<file path="src/rtl/fact_pkg.sv">
// Shared types and defaults for the factorial controller.
// Used by fact_ctrl (optional build macro FACT_CTRL_CYCLE_CNT_EN) and its timer.
package fact_pkg;

  localparam int unsigned CNT_W_DEF = 4;
  localparam int unsigned MAX_N_DEF = 12;

  typedef enum logic [2:0] {
    IDLE,
    INIT,
    CHECK,
    MULT,
    DONE,
    ERR
  } state_t;

  localparam logic SEL_ONE  = 1'b0;
  localparam logic SEL_PROD = 1'b1;

endpackage

</file>
<file path="src/rtl/fact_lat_timer.sv">
// Wait counter stretching each MULT visit to MUL_LAT+1 cycles.
// expire is combinational on the count, so MUL_LAT=0 expires on the first cycle.
module fact_lat_timer #(
  parameter int unsigned MUL_LAT = 0
) (
  input  logic clk,
  input  logic rst,
  input  logic start,
  output logic expire
);

  localparam logic [3:0] LAT = 4'(MUL_LAT);

  logic [3:0] cnt_q;

  assign expire = (cnt_q == LAT);

  always_ff @(posedge clk) begin
    if (rst || start) begin
      cnt_q <= '0;
    end else if (!expire) begin
      cnt_q <= cnt_q + 4'd1;
    end
  end

endmodule

</file>
<file path="src/rtl/fact_ctrl.sv">
// Moore sequencer for the iterative factorial datapath (counter, product register, multiplier).
// Build macro FACT_CTRL_CYCLE_CNT_EN adds a saturating busy-cycle counter output.
module fact_ctrl
  import fact_pkg::*;
#(
  parameter int unsigned CNT_W   = CNT_W_DEF,
  parameter int unsigned MAX_N   = MAX_N_DEF,
  parameter int unsigned MUL_LAT = 0
) (
  input  logic             clk,
  input  logic             rst,
  input  logic             go,
  input  logic [CNT_W-1:0] n,
  input  logic [CNT_W-1:0] cnt_q,
  output logic             Load_cnt,
  output logic             EN,
  output logic             load_reg,
  output logic             sel,
  output logic             done,
  output logic             err,
  output logic             busy
`ifdef FACT_CTRL_CYCLE_CNT_EN
  ,
  output logic [15:0]      cycles
`endif
);

  localparam logic [CNT_W-1:0] MAX_N_L = CNT_W'(MAX_N);
  localparam logic [CNT_W-1:0] ONE_L   = CNT_W'(1);

  state_t state_q, state_d;
  logic   expire;

  // Timer is held clear outside MULT, so every MULT entry starts from zero.
  fact_lat_timer #(
    .MUL_LAT(MUL_LAT)
  ) u_timer (
    .clk   (clk),
    .rst   (rst),
    .start (state_q != MULT),
    .expire(expire)
  );

  always_ff @(posedge clk) begin
    if (rst) begin
      state_q <= IDLE;
    end else begin
      state_q <= state_d;
    end
  end

  always_comb begin
    state_d  = state_q;
    Load_cnt = 1'b0;
    EN       = 1'b0;
    load_reg = 1'b0;
    sel      = SEL_ONE;
    done     = 1'b0;
    err      = 1'b0;
    busy     = 1'b0;
    case (state_q)
      IDLE: begin
        if (go) begin
          state_d = (n > MAX_N_L) ? ERR : INIT;
        end
      end
      INIT: begin
        Load_cnt = 1'b1;
        load_reg = 1'b1;
        sel      = SEL_ONE;
        busy     = 1'b1;
        state_d  = CHECK;
      end
      CHECK: begin
        busy    = 1'b1;
        state_d = (cnt_q > ONE_L) ? MULT : DONE;
      end
      MULT: begin
        busy = 1'b1;
        sel  = SEL_PROD;
        if (expire) begin
          load_reg = 1'b1;
          EN       = 1'b1;
          state_d  = CHECK;
        end
      end
      DONE: begin
        done = 1'b1;
        sel  = SEL_PROD;
        if (!go) begin
          state_d = IDLE;
        end
      end
      ERR: begin
        err = 1'b1;
        if (!go) begin
          state_d = IDLE;
        end
      end
      default: state_d = IDLE;
    endcase
  end

`ifdef FACT_CTRL_CYCLE_CNT_EN
  always_ff @(posedge clk) begin
    if (rst) begin
      cycles <= '0;
    end else if (state_q == IDLE && state_d == INIT) begin
      cycles <= '0;
    end else if (busy && cycles != '1) begin
      cycles <= cycles + 16'd1;
    end
  end
`endif

endmodule
</file>
<file path="config.mk">
export PLATFORM = sky130hd
export DESIGN_NAME = fact_ctrl
export DESIGN_NICKNAME = d
export VERILOG_FILES = /design/src/rtl/fact_pkg.sv /design/src/rtl/fact_lat_timer.sv /design/src/rtl/fact_ctrl.sv
export SDC_FILE = /design/constraint.sdc
export NUM_CORES = 1
export LEC_CHECK = 0
export ABC_AREA = 1
export CAP_MARGIN = 20
export CORE_AREA = 4 4 41 43
export DETAILED_ROUTE_END_ITERATION = 10
export DIE_AREA = 0 0 45 47
export GPL_TIMING_DRIVEN = 1
export PLACE_DENSITY = 0.7
export SYNTH_ARGS = -nofsm -noshare
export SYNTH_HDL_FRONTEND = slang
export SYNTH_HIERARCHICAL = 1
export SYNTH_SLANG_ARGS = --single-unit
</file>
<file path="constraint.sdc">
create_clock -name clk -period 2.9 [get_ports clk]
set_input_delay 0.725 -clock clk [delete_from_list [all_inputs] [get_ports clk]]
set_output_delay 0.725 -clock clk [all_outputs]
set_load 0.02 [all_outputs]
</file>
# Word-level counts from Yosys, hierarchy flattened
# Index checks and enable logic that the tools add are counted.
word_totals:
  output_inout_bits: 7
  word_cells: 35
  regBits: 7
op_classes:
  n_eq_ne: 9
  n_reduce_logical: 7
  n_addsub: 1
  order_cmp: 2
  n_mux: 14
op_table:
  columns: ["operator", "n"]
  rows:
  - ["$mux W3", 5]
  - ["$pmux W3 S5", 1]
  - ["$mux W1", 7]
  - ["$eq A3 B2 Y1 const B", 2]
  - ["$eq A3 B3 Y1 const B", 2]
  - ["$ne A2 B2 Y1 const B", 3]
  - ["$add A4 B1 Y4 const B", 1]
  - ["$gt A4 B1 Y1 const B", 1]
  - ["$gt A4 B4 Y1 const B", 1]
  - ["$logic_not A4 Y1", 1]
  - ["$reduce_or A2 Y1", 2]
  - ["$eq A3 B1 Y1 const B", 1]
  - ["$logic_not A3 Y1", 1]
  - ["$ne A3 B2 Y1 const B", 1]
  - ["$reduce_and A3 Y1", 1]
  - ["$reduce_or A3 Y1", 1]
  - ["$pmux W1 S2", 1]
  - ["$logic_or A1 B1 Y1", 1]

# Depth between registers and ports, before layout
# Gate-level depths: netlist of the first run.
depth:
  depth_word: 4
  mapped_depth: 10

# Hierarchy
# The synthesis of the first run kept the hierarchy.
by_module_without_submodules:
  columns: ["module", "instances", "cells_each", "area_per_inst_um2"]
  rows:
  - ["fact_ctrl", 1, 48, 257.7]
  - ["fact_lat_timer", 1, 28, 214.0]

# Worst setup path before layout of the first run
# No wires, ideal clock.
synth_path:
  path_kind: "reg-to-output"
  start: "reg u_timer.cnt_q[0]"
  end: "out load_reg"
  setup_slack_ps: 1015
  stages_incl_launch_ff: 7
  required_ps: 2175
  arrival_ps: 1160
  path_buffers: 0
  path_cell_list: "dfxtp_1 inv_1 ha_1 nand2_2 inv_1 inv_1 o22ai_1"
synth_via:
  elab_chain_cells: 3
synth_rtl:
  columns: ["element", "line", "text"]
  rows:
  - ["from (decl)", "fact_lat_timer.sv:14", "logic [3:0] cnt_q;"]
  - ["from (signal assigned)", "fact_lat_timer.sv:22", "cnt_q <= cnt_q + 4'd1;"]
  - ["$logic_not A4 Y1", "fact_lat_timer.sv:16", "assign expire = (cnt_q == LAT);"]
  - ["net expire", "fact_ctrl.sv:32", "logic expire;"]
  - ["$mux W1", "fact_ctrl.sv:81", "if (expire) begin"]
  - ["$pmux W1 S2", "fact_ctrl.sv:61", "case (state_q)"]
  - ["to (decl)", "fact_ctrl.sv:17", "output logic load_reg,"]
# The timed path passes the listed nets, and every way through them passes these cells.

# Final worst setup path of the first run
# Same ends and word-level chain as after synthesis.

==> results of run 1 <==
path summary, 6_finish.rpt:
path,startpoint,endpoint,slack (ns),cells after the start
min,u_timer/cnt_q[3],u_timer/cnt_q[3],0.51,2
max reg2reg,u_timer/cnt_q[0],state_q[0],1.56,10
max,u_timer/cnt_q[0],load_reg,0.32,7
min reg2reg,u_timer/cnt_q[3],u_timer/cnt_q[3],0.51,2
sequential cells by signal (all words and copies together) (netlist names):
| signal | count |
|---|---|
| u_timer/cnt_q | 4 |
| state_q | 3 |
Yosys cell counts, drive strengths merged:
cell and n:
nand2 18, nor2 18, inv 14, dfxtp 7, nand3 7, a21oi 4
o21ai 3, ha 2, nand4 1, o22ai 1, xnor2 1
worst max-delay path: cells and delay by family, from the launching register on:
kind | cells | cell delay (ns)
AND/OR/NAND/NOR | 1 | 0.08
flip-flops | 1 | 0.33
AO/OA/AOI/OAI | 1 | 0.12
buffers and inverters | 4 | 0.84
adder cells (fa/ha/maj) | 1 | 0.25
power by group through the flow:
stage	clock [mW]	combinational, mW	sequential [mW]
finish	0.0855	0.260	0.139
global route	0.0952	0.283	0.141
CTS	0.0891	0.262	0.138
detailed placement	0	0.261	0.141
global placement	0	0.260	0.141
floorplan	0	0.160	0.134
cells by family (layout without fill, tap and decap cells):
logic type,Yosys count,after routing,synth area share (%)
buf+inv,14,34,11.1
flops,7,7,29.7
fa+ha+maj,2,2,5.30
xor+xnor,1,1,1.86
compound gates,8,8,10.3
simple gates,44,44,41.6
area by class of cell:
type	instances	area, um^2	area share [%]
repair buffers	16	160	23.7
flip-flops and latches	7	140	20.7
inverters	14	52.6	7.76
clock buffers	4	26.3	3.88
well taps	15	18.8	2.77
multi-input cells	55	279	41.2
per-stage QoR:
stage,util (%),worst slack [ns],hold slack [ns]
final,52.0,0.321,0.506
after global routing,52.0,0.160,0.533
after CTS,52.0,0.312,0.508
after detailed placement,50.0,0.586,0.502
after global placement,50.0,0.591,0.497
after floorplan,-,1.01,0.477
layer usage:
metal	track usage (%)	vias to the layer above	routed length, um
met2	15.8	18	418
li1	-	276	-
met3	2.30	0	59
met1	11.2	206	439
met5	0	-	0
met4	3.51	0	0
==> impl_metrics.json, run 1 <==
{
  "outcome": "finished, final reports clean",
  "ys_types": 17,
  "synth_nets": 89,
  "syn_to_final_growth_pct": 43.5,
  "drc": 0,
  "fin_skew_ns": 0.000839,
  "crit_fanout": 5,
  "synth.largest_area_cell": "dfxtp_1",
  "synth_cells": 76,
  "setup.worst_path.end_class": "primary output",
  "startpoint_type": "register",
  "setup_tns_ns": 0,
  "cap_violations": 0,
  "slowest_delay_ns": 0.62,
  "netSwitchingPower_mw": 0.201,
  "cts_resized": 0,
  "wl_per_cell_um": 8.26,
  "p_clk_share_pct": 17.7,
  "required_ns": 2.17,
  "io_buffers": 16,
  "drive_gt1_share_pct": 13.5,
  "clockBufferDepth": 2,
  "final_cell_mix": "clkdlybuf4s50_1 (16), nand2_1 (15), nor2_1 (15)",
  "die_area_um2": 2120,
  "final-instance-count-excl-fill": 111,
  "clock_sinks": 7,
  "combPwrFrac_pct": 53.7,
  "core_area_um2": 1300,
  "critPathSlowestCell": "clkdlybuf4s50_1",
  "post-place-cells": 107,
  "yosysWarnings": 6,
  "min_period_ns": 2.58,
  "track_usage_pct": 9.25,
  "routed-via-count": 500,
  "grt_pass1_wl_mm": 1.47,
  "path_clk_slew_ns": 0.05,
  "diodes": 0,
  "antenna_found_initial": 0,
  "slew_viol_final": 0,
  "die_w_um": 45,
  "antenna_left": 0,
  "io_pins": 18,
  "max_freq_ghz": 0.388,
  "hp-class": "reg -> reg",
  "finalSetupViolCount": 0,
  "slew_headroom_pct": 83.3,
  "clock_latency_ns": 0.24,
  "avgViaCountPerCell": 4.50,
  "synthesis.area_um2": 472,
  "rows": 13,
  "dr.pass1.iters": 4,
  "yosysSeqAreaShare_pct": 29.7,
  "layout_commonest_cell": "clkdlybuf4s50_1",
  "nNetsFinal": 110,
  "crit_chain": "inv_1 > ha_1 > nand2_2 > inv_1 > inv_1 > o22ai_1 > clkdlybuf4s50_1",
  "final_cell_area_um2": 677,
  "grt_pass1_vias": 403,
  "gp_congestion": 0.797,
  "cts_setup_buffers": 0,
  "synth-seq-cells": 7,
  "leakagePower_nw": 0.320,
  "avgSynthCellArea_um2": 6.21,
  "p_total_mw": 0.484,
  "cts_tree": "yes",
  "p_seq_share_pct": 28.7,
  "hold_viol_final": 0,
  "start_util_pct": 36.2,
  "worst_pin_slew_ns": 0.250,
  "cts-root-buf": "clkbuf_4",
  "drt_iter0_drc": 7,
  "p_int_mw": 0.283,
  "grt.overflow.total": 0,
  "switching_share_pct": 41.6,
  "cts_buffers": 3,
  "grt_max_degree": 8,
  "dp.final_hpwl_um": 777,
  "ctsHoldBuffers": 0,
  "die_h_um": 47,
  "rsz0062_at_grt": "false",
  "finalCritPeriodShare_pct": 88.9,
  "fillers": 130,
  "dpl-instance-area_um2": 651,
  "peakVddDrop_mv": 0.248,
  "timing.critical_path.mode_cell": "inv_1",
  "worst-endpoint-arrival_ns": 1.85,
  "drt-total-wl_um": 917,
  "htreeDepth": 1,
  "synth_top_cell_area_share_pct": 29.7,
  "power.density_nw_per_um2": 715,
  "critical_path_class": "reg -> out",
  "synth.area.top_cells": "dfxtp_1 (30%), nand2_1 (12%), nor2_1 (12%), inv_1 (10%), nand3_1 (6.4%)"
}
(Power assumes the default switching activity.)
==> inputs of run 2 (changes only) <==
--- a/config.mk
+++ b/config.mk
@@ -11,7 +11,7 @@
 export DETAILED_ROUTE_END_ITERATION = 10
 export DIE_AREA = 0 0 45 47
 export GPL_TIMING_DRIVEN = 1
-export PLACE_DENSITY = 0.7
+export PLACE_DENSITY_LB_ADDON = 0.12
 export SYNTH_ARGS = -nofsm -noshare
 export SYNTH_HDL_FRONTEND = slang
 export SYNTH_HIERARCHICAL = 1
==> run 2 against run 1 <==
First-iteration DRC count unchanged; register-to-register slack got worse by 0.02 ns; routed wire length is 8.1% higher; sequential cell count unchanged; non-clock buffer count did not move; clock power increased by 3.3%; maximum frequency is 0.93% lower; critical endpoint unchanged; via count down 2.0%; largest cell class unchanged; global-route usage grew 2.3 points; largest power group unchanged; utilization did not move; combinational power hardly changed; die area stayed put.
==> impl_metrics.json, run 2 (synthesis results as in run 1) <==
{
  "slew_headroom_pct": 82.9,
  "slew_viol_final": 0,
  "min_period_ns": 2.60,
  "drt_iter0_drc": 7,
  "antenna_found_initial": 0,
  "rsz0062_at_grt": "false",
  "fin_skew_ns": 0.00111,
  "min_from": "u_timer/cnt_q[3]",
  "grt_util_met3_pct": 6.90,
  "grt.overflow.total": 0,
  "io_pins": 18,
  "drive_gt1_share_pct": 13.5,
  "whs_path_depth": 2,
  "r2r_setup_slack_ns": 1.54,
  "clock_sinks": 7,
  "worst_pin_slew_ns": 0.255,
  "dp.final_hpwl_um": 791,
  "rows": 13,
  "setup.worst_path.end_class": "primary output",
  "drc": 0,
  "setup_tns_ns": 0,
  "hold_viol_final": 0,
  "nNetsFinal": 110,
  "whs_endpoint": "u_timer/cnt_q[3]",
  "leakagePower_nw": 0.320,
  "worstReg2RegEnd": "state_q[0]",
  "dr.pass1.iters": 4,
  "hp-class": "reg -> reg",
  "grt_max_degree": 8,
  "grt_pass1_wl_mm": 1.75,
  "cts_resized": 0,
  "gp_congestion": 0.793,
  "grt_pass1_vias": 434,
  "die_h_um": 47,
  "drt-total-wl_um": 991,
  "p_total_mw": 0.487,
  "antenna_left": 0,
  "top_regs": "u_timer/cnt_q (4), state_q (3)",
  "clock_latency_ns": 0.25,
  "cts-root-buf": "clkbuf_4",
  "peakVddDrop_mv": 0.335,
  "htreeDepth": 1,
  "io_buffers": 16,
  "top_register": "u_timer/cnt_q",
  "fillers": 145,
  "ff2ff_path_depth": 10,
  "diodes": 0,
  "grt-busiest-layer": "met2",
  "cts_setup_buffers": 0,
  "die_area_um2": 2120,
  "power.density_nw_per_um2": 720,
  "startpoint_type": "register",
  "routed-via-count": 490,
  "final_cell_mix": "clkdlybuf4s50_1 (16), nand2_1 (15), nor2_1 (15)",
  "core_area_um2": 1300,
  "avgViaCountPerCell": 4.41,
  "path_clk_slew_ns": 0.05,
  "layout_commonest_cell": "clkdlybuf4s50_1",
  "largest_register_ffs": 4,
  "use_met2_pct": 17.2,
  "reg2reg_from": "u_timer/cnt_q[0]",
  "crit_fanout": 5,
  "finalCritPeriodShare_pct": 89.8,
  "finalSetupViolCount": 0,
  "wl_per_cell_um": 8.93,
  "track_usage_pct": 11.6,
  "ctsHoldBuffers": 0,
  "use_met1_pct": 14.7,
  "worst-endpoint-arrival_ns": 1.88,
  "cap_violations": 0,
  "die_w_um": 45,
  "cts_tree": "yes",
  "cts_buffers": 3,
  "critical_path_class": "reg -> out",
  "clockBufferDepth": 2,
  "outcome": "finished, final reports clean",
  "max_freq_ghz": 0.384,
  "syn_to_final_growth_pct": 43.5,
  "required_ns": 2.17,
  "start_util_pct": 36.2
}
run 2: cell counts in the layout (fill, tap and decap cells not counted):
Identical to the previous run, type by type.
run 2: final cells by class:
type	count	area, um^2	area share (%)
Inverter	14	52.6	7.76
Tap cell	15	18.8	2.77
Multi-Input combinational cell	55	279	41.2
Timing Repair Buffer	16	160	23.7
Clock buffer	4	26.3	3.88
Sequential cell	7	140	20.7
run 2: power by group:
part,total [mW],internal [mW],switching [mW]
clock,0.0883,0.0525,0.0358
sequential,0.139,0.113,0.0264
combinational,0.260,0.118,0.142
run 2: worst max-delay path by stage:
stage	cells after the start	start	end	slack [ns]
detailed placement	7	u_timer/cnt_q[0]	load_reg	0.57
global placement	7	u_timer/cnt_q[0]	load_reg	0.58
floorplan	6	u_timer/cnt_q[0]	load_reg	1.01
global route	7	u_timer/cnt_q[0]	load_reg	0.11
CTS	7	u_timer/cnt_q[0]	load_reg	0.28
finish	7	u_timer/cnt_q[0]	load_reg	0.30
run 2: critical path, cell delays in order, from the launching register on:
cell             delay, ns
dfxtp_1               0.33
inv_1                 0.10
ha_1                  0.25
nand2_2               0.08
inv_1                 0.06
inv_1                 0.06
o22ai_1               0.12
clkdlybuf4s50_1       0.62
run 2: metrics by stage:
step                      std cells  area, um^2  worst slack, ns  utilization [%]  hold slack (ns)
after global placement          107         651            0.581             50.0            0.487
after floorplan                  76         472             1.01                -            0.477
after global routing            111         677            0.112             52.0            0.527
after CTS                       111         677            0.283             52.0            0.504
final                           111         677            0.296             52.0            0.500
after detailed placement        107         651            0.571             50.0            0.497
run 2: layer usage:
metal	share of wire (%)	vias up
met1	48	202
li1	-	273
met4	0	0
met2	43	15
met5	0	-
met3	8.6	0
